$ cat src/rtl/fb_pkg.sv
// Shared framebuffer-sink types: screen geometry, the queued pixel record
// and the flush state encoding.
package fb_pkg;

    localparam int SCREEN_W = 320;
    localparam int SCREEN_H = 240;
    localparam int ADDR_W   = 17;
    localparam int COLOUR_W = 3;

    typedef struct packed {
        logic [8:0]          x;
        logic [7:0]          y;
        logic [COLOUR_W-1:0] colour;
    } pixel_t;

    typedef enum logic [1:0] {
        S_IDLE,
        S_FLUSH,
        S_DONE
    } state_t;

endpackage

$ cat src/rtl/fb_pixel_fifo.sv
// Synchronous pixel FIFO with a first-word-fall-through read port.
// The caller only pushes when not full and only pops when not empty.
module fb_pixel_fifo
    import fb_pkg::*;
#(
    parameter int DEPTH = 16
) (
    input  logic                   clk,
    input  logic                   resetn,
    input  logic                   push,
    input  logic                   pop,
    input  pixel_t                 wdata,
    output pixel_t                 rdata,
    output logic                   full,
    output logic                   empty,
    output logic [$clog2(DEPTH):0] level
);

    localparam int PTR_W = $clog2(DEPTH);
    localparam int LVL_W = PTR_W + 1;

    pixel_t             mem [DEPTH];
    logic [PTR_W-1:0]   wr_ptr;
    logic [PTR_W-1:0]   rd_ptr;
    logic [LVL_W-1:0]   cnt;

    // Storage carries no reset: entries are only observable once counted.
    always_ff @(posedge clk) begin
        if (push) begin
            mem[wr_ptr] <= wdata;
        end
    end

    always_ff @(posedge clk or negedge resetn) begin
        if (!resetn) begin
            wr_ptr <= '0;
            rd_ptr <= '0;
            cnt    <= '0;
        end else begin
            if (push) begin
                wr_ptr <= wr_ptr + 1'b1;
            end
            if (pop) begin
                rd_ptr <= rd_ptr + 1'b1;
            end
            case ({push, pop})
                2'b10:   cnt <= cnt + 1'b1;
                2'b01:   cnt <= cnt - 1'b1;
                default: cnt <= cnt;
            endcase
        end
    end

    assign rdata = mem[rd_ptr];
    assign full  = (cnt == LVL_W'(DEPTH));
    assign empty = (cnt == '0);
    assign level = cnt;

endmodule

$ cat src/rtl/fb_pixel_sink.sv
// Buffers drawing-unit pixel requests and drains them into the framebuffer
// write port. Define FB_SINK_CLIP_EN to discard off-screen requests at push.
module fb_pixel_sink
    import fb_pkg::*;
#(
    parameter int DEPTH    = 16,
    parameter int SCREEN_W = fb_pkg::SCREEN_W,
    parameter int SCREEN_H = fb_pkg::SCREEN_H,
    parameter int ADDR_W   = fb_pkg::ADDR_W,
    parameter int COLOUR_W = fb_pkg::COLOUR_W
) (
    input  logic                   clk,
    input  logic                   resetn,
    input  logic [8:0]             x_in,
    input  logic [7:0]             y_in,
    input  logic [COLOUR_W-1:0]    colour_in,
    input  logic                   writeEn,
    output logic                   ready,
    input  logic                   fb_grant,
    output logic [ADDR_W-1:0]      fb_address,
    output logic [COLOUR_W-1:0]    fb_data,
    output logic                   fb_wren,
    input  logic                   flush_req,
    output logic                   flush_done,
    output logic [$clog2(DEPTH):0] level,
    output logic                   overflow
);

    state_t                 state;
    logic                   full;
    logic                   empty;
    logic                   in_range;
    logic                   push;
    logic                   pop;
    pixel_t                 wr_pix;
    pixel_t                 head_pix;
    logic                   vld_p1;
    logic [ADDR_W-1:0]      addr_p1;
    logic [COLOUR_W-1:0]    data_p1;
    logic                   done_q;
    logic                   ovf_q;

    // Linear framebuffer address; wraps within ADDR_W bits by construction.
    function automatic logic [ADDR_W-1:0] lin_addr(input pixel_t p);
        return ADDR_W'(p.y) * ADDR_W'(SCREEN_W) + ADDR_W'(p.x);
    endfunction

`ifdef FB_SINK_CLIP_EN
    assign in_range = (32'(x_in) < SCREEN_W) && (32'(y_in) < SCREEN_H);
`else
    assign in_range = 1'b1;
`endif

    assign ready  = !full && (state != S_FLUSH);
    assign push   = writeEn && ready && in_range;
    assign pop    = fb_grant && !empty;
    assign wr_pix = '{x: x_in, y: y_in, colour: colour_in};

    fb_pixel_fifo #(
        .DEPTH (DEPTH)
    ) u_fifo (
        .clk    (clk),
        .resetn (resetn),
        .push   (push),
        .pop    (pop),
        .wdata  (wr_pix),
        .rdata  (head_pix),
        .full   (full),
        .empty  (empty),
        .level  (level)
    );

    // Stage p1: popped head becomes the registered framebuffer write.
    always_ff @(posedge clk or negedge resetn) begin
        if (!resetn) begin
            vld_p1  <= 1'b0;
            addr_p1 <= '0;
            data_p1 <= '0;
        end else begin
            vld_p1 <= pop;
            if (pop) begin
                addr_p1 <= lin_addr(head_pix);
                data_p1 <= head_pix.colour;
            end
        end
    end

    // Flush sequencing plus the sticky drop flag; only in-range drops count.
    always_ff @(posedge clk or negedge resetn) begin
        if (!resetn) begin
            state  <= S_IDLE;
            done_q <= 1'b0;
            ovf_q  <= 1'b0;
        end else begin
            done_q <= 1'b0;
            if (writeEn && full && in_range) begin
                ovf_q <= 1'b1;
            end
            case (state)
                S_IDLE: begin
                    if (flush_req) begin
                        state <= S_FLUSH;
                    end
                end
                S_FLUSH: begin
                    if (empty && !pop) begin
                        state  <= S_DONE;
                        done_q <= 1'b1;
                    end
                end
                S_DONE: begin
                    state <= S_IDLE;
                end
                default: begin
                    state <= S_IDLE;
                end
            endcase
        end
    end

    assign fb_wren    = vld_p1;
    assign fb_address = addr_p1;
    assign fb_data    = data_p1;
    assign flush_done = done_q;
    assign overflow   = ovf_q;

endmodule
$ cat config.mk
export PLATFORM = sky130hd
export DESIGN_NAME = fb_pixel_sink
export DESIGN_NICKNAME = d
export VERILOG_FILES = /design/src/rtl/fb_pkg.sv /design/src/rtl/fb_pixel_fifo.sv /design/src/rtl/fb_pixel_sink.sv
export SDC_FILE = /design/constraint.sdc
export NUM_CORES = 1
export LEC_CHECK = 0
export CORE_MARGIN = 1.5
export CORE_UTILIZATION = 56
export DETAILED_ROUTE_END_ITERATION = 10
export PLACE_DENSITY = 0.81
export SLEW_MARGIN = 10
export SYNTH_ARGS = -nofsm -noshare
export SYNTH_HDL_FRONTEND = slang
export SYNTH_SLANG_ARGS = --single-unit
$ cat constraint.sdc
create_clock -name clk -period 8.13 [get_ports clk]
set_input_delay 1.2195 -clock clk [delete_from_list [all_inputs] [get_ports clk]]
set_output_delay 1.2195 -clock clk [all_outputs]
set_load 0.01 [all_outputs]
# Word-level counts from Yosys, hierarchy flattened
# Memory sizes are Yosys's and may differ from the RTL's.
# Cells that the tools add are included.
[totals]
input_bits = 25
elab_cells = 43
rom_bits = 0
memories = 1
latchBits = 0
ff_bits = 38
ram_bits = 320
[classes]
multipliers = 1
n_eq_ne = 7
n_lt_le_gt_ge = 0
shifts = 0
muxes = 8
bitwise_logic = 0
n_addsub = 5
reduce_logical = 12
div_mod_pow = 0
[mem_list]
columns = ["memory", "words", "word_bits", "read_ports", "rd_ports_with_merged_regs", "write_ports", "line_no", "source"]
rows = [
  ["u_fifo.mem", 16, 20, 1, 0, 1, "fb_pixel_fifo.sv:22", "pixel_t mem [DEPTH];"],
]
[op_table]
columns = ["operator", "n"]
rows = [
  ["adder 17 x 9 -> 17 bit", 1],
  ["multiplier 8 x 3 -> 11 bit (second input constant)", 1],
  ["one-hot mux 5 bit (2 select lines)", 1],
  ["adder 4 x 1 -> 4 bit (second input constant)", 2],
  ["adder 5 x 1 -> 5 bit (second input constant)", 1],
  ["== test 5 bit (second input constant)", 1],
  ["logical AND 1 bit", 5],
  ["zero test 5 bit", 1],
  ["subtractor 5 x 1 -> 5 bit (second input constant)", 1],
  ["== test 2 x 1 -> 1 bit (second input constant)", 2],
  ["2-to-1 mux 1 bit", 4],
  ["2-to-1 mux 2 bit", 2],
  ["inequality test 2 bit (second input constant)", 2],
  ["one-hot mux 2 bit (2 select lines)", 1],
  ["zero test 1 bit", 3],
  ["== test 2 bit (second input constant)", 1],
  ["zero test 2 bit", 1],
  ["inequality test 2 x 1 -> 1 bit (second input constant)", 1],
  ["AND reduction 2 bit", 1],
  ["nonzero test 2 bit", 1],
]

# Depth between registers and ports, before layout
[depth]
word_depth = 7
mapped_depth = 14
depth_no_buf = 13

# Cells and area by module
# Synthesis repeated with hierarchy kept, for this count alone.
[hier_totals]
cells_unflattened = 742
area_unflattened_um2 = 14320.0
[modules_own_cells]
columns = ["mod", "seq_area_each_um2", "instances", "area_per_inst_um2", "cells_each"]
rows = [
  ["fb_pixel_fifo", 9934.5, 1, 12844.8, 588],
  ["fb_pixel_sink", 625.6, 1, 1475.2, 154],
]

# Worst setup path after synthesis
# Ideal clock, no wire load.
[synth_timing]
path_type = "in2reg"
from = "input port writeEn"
to = "memory u_fifo.mem[3][0] (netlist name) (enable)"
t_required_ns = 7.682
path_buffers = 1
stages = 4
t_arrival_ns = 3.639
slack_ns = 4.043
cell_sequence = "and2_1 > clkbuf_1 > inv_1 > nor4_1"
[synth_via]
elab_chain_cells = 3
[synth_rtl]
columns = ["item", "line_no", "source"]
rows = [
  ["start: declaration", "fb_pixel_sink.sv:17", "input logic writeEn,"],
  ["logical AND 1 bit", "fb_pixel_sink.sv:55", "assign push = writeEn && ready && in_range;"],
  ["2-to-1 mux 1 bit", "fb_pixel_fifo.sv:29", "if (push) begin"],
  ["2-to-1 mux 1 bit (implied by the code)", "fb_pixel_fifo.sv:30", "mem[wr_ptr] <= wdata;"],
  ["end: declaration", "fb_pixel_fifo.sv:22", ""],
]
# Every way passes these cells.

# Final worst setup path
[layout_timing]
from = "register u_fifo.rd_ptr[1]"
to = "register addr_p1[16] (netlist: fb_address[16])"
[layout_via]
elab_chain_cells = 3
[layout_rtl]
columns = ["item", "line_no", "source"]
rows = [
  ["start: declaration", "fb_pixel_fifo.sv:24", "logic [PTR_W-1:0] rd_ptr;"],
  ["start signal: assignment", "fb_pixel_fifo.sv:44", "rd_ptr <= rd_ptr + 1'b1;"],
  ["memory read (16 x 20 bit) (*)", "--", ""],
  ["multiplier 8 x 3 -> 11 bit", "fb_pixel_sink.sv:45", "return ADDR_W'(p.y) * ADDR_W'(SCREEN_W) + ADDR_W'(p.x);"],
  ["adder 17 x 9 -> 17 bit (*)", "fb_pixel_sink.sv:45", ""],
  ["end signal: assignment", "fb_pixel_sink.sv:82", "addr_p1 <= lin_addr(head_pix);"],
  ["end: declaration", "fb_pixel_sink.sv:38", "logic [ADDR_W-1:0] addr_p1;"],
]
# Every way passes the cells marked *; elsewhere a longest branch is shown, timed or not.
# A chain may end at the register's enable or synchronous reset.

==> results.md <==
- Status: finished clean
- Number of synthesized flops with an enable pin: 320
- Worst-path maximum fanout: 59
- Clk_skew: 0.01125 ns
- Setup TNS Final: 0 ns
- Vias: about 7000
- DRT antenna net count: 0
- Worst R2R Setup Slack: approximately 3 ns
- Layout fillers: approximately 1500
- Clk slew on worst S/H paths: ~0.06 ns
- Die span in x: 163.1 µm
- Port Buf Inserts: 53
- Max IR drop VDD: 0.4326 mV
- Lkg Pwr: around 5.5 nW
- CP peak stage delay: about 0.76 ns
- First-pass GRT wire length: about 46000 µm
- Crit-path cells: buf_4 -> mux4_2 -> mux4_2 -> ha_1 -> ha_1 -> a211oi_1 -> o21ai_0 -> a211oi_1 -> and4_1 -> o21ai_0 -> a21oi_1
- Crit share post-route: between 60% and 70%
- Chip Height: about 160 µm
- Total GRT Usage: approximately a quarter
- Final critical-path required period: approximately 5 ns
- Post-Synthesis Cells: ~690
- Syn-to-layout area delta: 14.35%
- GPL Wtd Cong: 0.7875
- Largest net degree at the start of global routing: 60
- Mux contribution to synthesized area: between 15 and 20%
- Fin Hold WS: ~0.47 ns
- Hold buffers post-CTS: 0
- CTS tree: done
- I/O pin count: 54
- Worst r2r path cells: 11
- Vias in the first global route: between 7000 and 8000
- Register Area: ~11000 µm²
- Multi-input logic area: roughly 3600 µm²
- Crit-path slowest cell: dfrtp_2
- Layout cells sized above 1: between 20% and 30%
- Cell with the most instances after synthesis: edfxtp_1
- CTS H-tree depth: 2
- Starting Density: a little under three fifths
- Core ar.: 25180 µm²
- TritonCTS Buffers: 35
- Final setup violation count: 0
- Fin. max-slew vios: 0
- Worst-Margin Slew: between 0.9 and 1 ns
- Layout Nets: 820
- Slew headroom: between 30% and 40%
- Synth unique cells: 39
- Post-synthesis compound-gate area fraction: 1.517%
- Avg Inst Size Synth: roughly 21 µm²
- Synth Area in Adders: roughly 2.5%
- N_diodes: 0
- CTS max path bufs: 3
- Worst setup path endpoint: fb_address[16]
- Unrepaired setup endpoints after global routing: no
- Number of synthesized register bits: around 360
- Drt drc: 0
- Mapped Nets: roughly 740
- Dominant cell type by area after synthesis: edfxtp_1
- Row Count: 58
- Post_cts resized: 0
- Root Buffer: clkbuf_16
- HPWL after DPL: roughly 16000 µm
- Critical Path Source: u_fifo.rd_ptr[1]
- F_max: around 200 MHz
- Initial antenna violation count: 1
- Ys flop type: edfxtp_1
- WL final: approximately 31000 µm
- Yosys warns: 0
- Congestion Overflow GR: 0
- # Max-Cap Violations: 0
- Cells after DPL: 1061
- Yosys top cell area share: between 60 and 70%
- Final core occ: about two thirds
- Top post-synthesis cells by count: edfxtp_1, mux4_2, nand2_1, dfrtp_1, ha_1
- Postcts setup bufs: 0
- Die ar.: 26600 µm²
- Asr flop ratio synth: 10.61%
- DRT iter0 DRCs: around 770
- Final Hold Violating Endpoints: 0
- Placed Area: about 15000 µm²
- Nature of the critical path endpoint: flip-flop
- Xor/xnor share of the synthesized area: around 1.3%
- Required @ worst endpoint: approximately 8.6 ns
- Synth area leaders: edfxtp_1, mux4_2, dfrtp_1
- Post-DR vias/cell: between 6 and 7
- Syn Std Cell Area: approximately 14000 µm²
- Reg-to-Reg Start: u_fifo.rd_ptr[1]
- Post-Synth Simple-Gate Area: 2.982%
- Worst EP arrival: around 5.5 ns
- Startpoint types: flip-flop
- Main combinational cell family by area after synthesis: multiplexers
- Routed wire per std cell: about 28 µm
- Num Clock Sinks: ~360
- PD cells: 387.4 nW/µm²
- Reg2reg end: fb_address[16]
- Post-synthesis sequential area ratio: around three quarters
- Clk_lat worst skew: around 0.5 ns
- HP Class: flip-flop to flip-flop
- Non-filler cells, final: around 1100
- Pre-Repair DR Iteration Count: 7
- Final instance area: between 15000 and 20000 µm²
- Crit Path Category: flip-flop to flip-flop
-- cell usage in the layout, fill, tap and decap left out, types with 3 or more instances in the layout --
cell	instances
edfxtp_1	320
mux4_2	91
clkdlybuf4s50_1	52
nand2_1	51
clkbuf_16	37
dfrtp_1	36
ha_1	24
inv_1	17
o21ai_0	17
buf_4	17
clkbuf_1	14
xnor2_1	13
nor2_1	12
xor2_1	9
mux4_1	8
a21oi_1	7
and2_1	4
nor2_4	4
nor3_2	4
nor4_2	4
a21o_1	4
clkinv_1	4
a211oi_1	3
fa_1	3
clkinv_2	3
clkbuf_8	3
-- worst min path at each step --
stage          cells after the start           from  slack (ns)            end
4_1_cts                            1       overflow        0.48       overflow
5_1_grt                            1       overflow        0.49       overflow
3_3_place_gp                       1       overflow        0.45       overflow
6_report                           1       overflow        0.47       overflow
3_5_place_dp                       2  fb_address[5]        0.46  fb_address[5]
2_1_floorplan                      1       state[1]        0.45       state[0]
-- flip-flops by register name, indices dropped and copies added, names as in the netlist, 2 cells and up --
name and cells:
fb_data 3, u_fifo.mem 320, fb_address 17, u_fifo.rd_ptr 4
u_fifo.wr_ptr 4, state 2, u_fifo.level 5
-- final cells by class --
class                           count  share of cell area, %
Sequential cell                   358                  64.38
Multi-Input combinational cell    286                  21.97
Clock buffer                       54                  6.214
Timing Repair Buffer               70                  3.980
Tap cell                          330                  2.516
Clock inverter                      9                 0.5489
Inverter                           17                 0.3888
-- metal layers --
layer  global-route usage, %  vias to the layer above  part of all wire, %
met5                       0                        -                0.042
met1                   30.80                     3674                   38
met2                   43.13                      329                   53
li1                        -                     2947                    -
met3                   5.155                       63                  7.0
met4                   7.590                        2                  2.4
-- cell families (layout without fill, tap and decap cells) --
kind of cell	after synthesis	in the layout
fa+ha+maj	27	27
compound gates	37	37
xor+xnor	22	22
simple gates	96	96
buf+inv	48	150
flops	358	358
mux	104	104
-- where the power goes --
| part | internal [mW] | switching [mW] | leakage (nW) |
|---|---|---|---|
| clock network | 0.927 | 0.641 | 0.540 |
| registers | 2.15 | 0.206 | 3.33 |
| logic | 1.19 | 1.24 | 1.61 |
-- metrics by stage --
step	total power, mW	setup WS [ns]
3_5_place_dp	4.770	3.302
5_1_grt	6.675	2.844
2_1_floorplan	4.132	4.043
4_1_cts	6.366	3.197
3_3_place_gp	4.630	3.451
6_report	6.358	3.079
-- worst max-delay path, delay by kind of cell (launching register included) --
| family | cells | cell delay [ns] |
|---|---|---|
| AO/OA/AOI/OAI | 5 | 1.52 |
| multiplexers | 2 | 1.05 |
| flip-flops | 1 | 0.76 |
| buffers and inverters | 1 | 0.76 |
| adder cells (fa/ha/maj) | 2 | 0.54 |
| AND/OR/NAND/NOR | 1 | 0.30 |
Power figures use the tool's default switching activity.
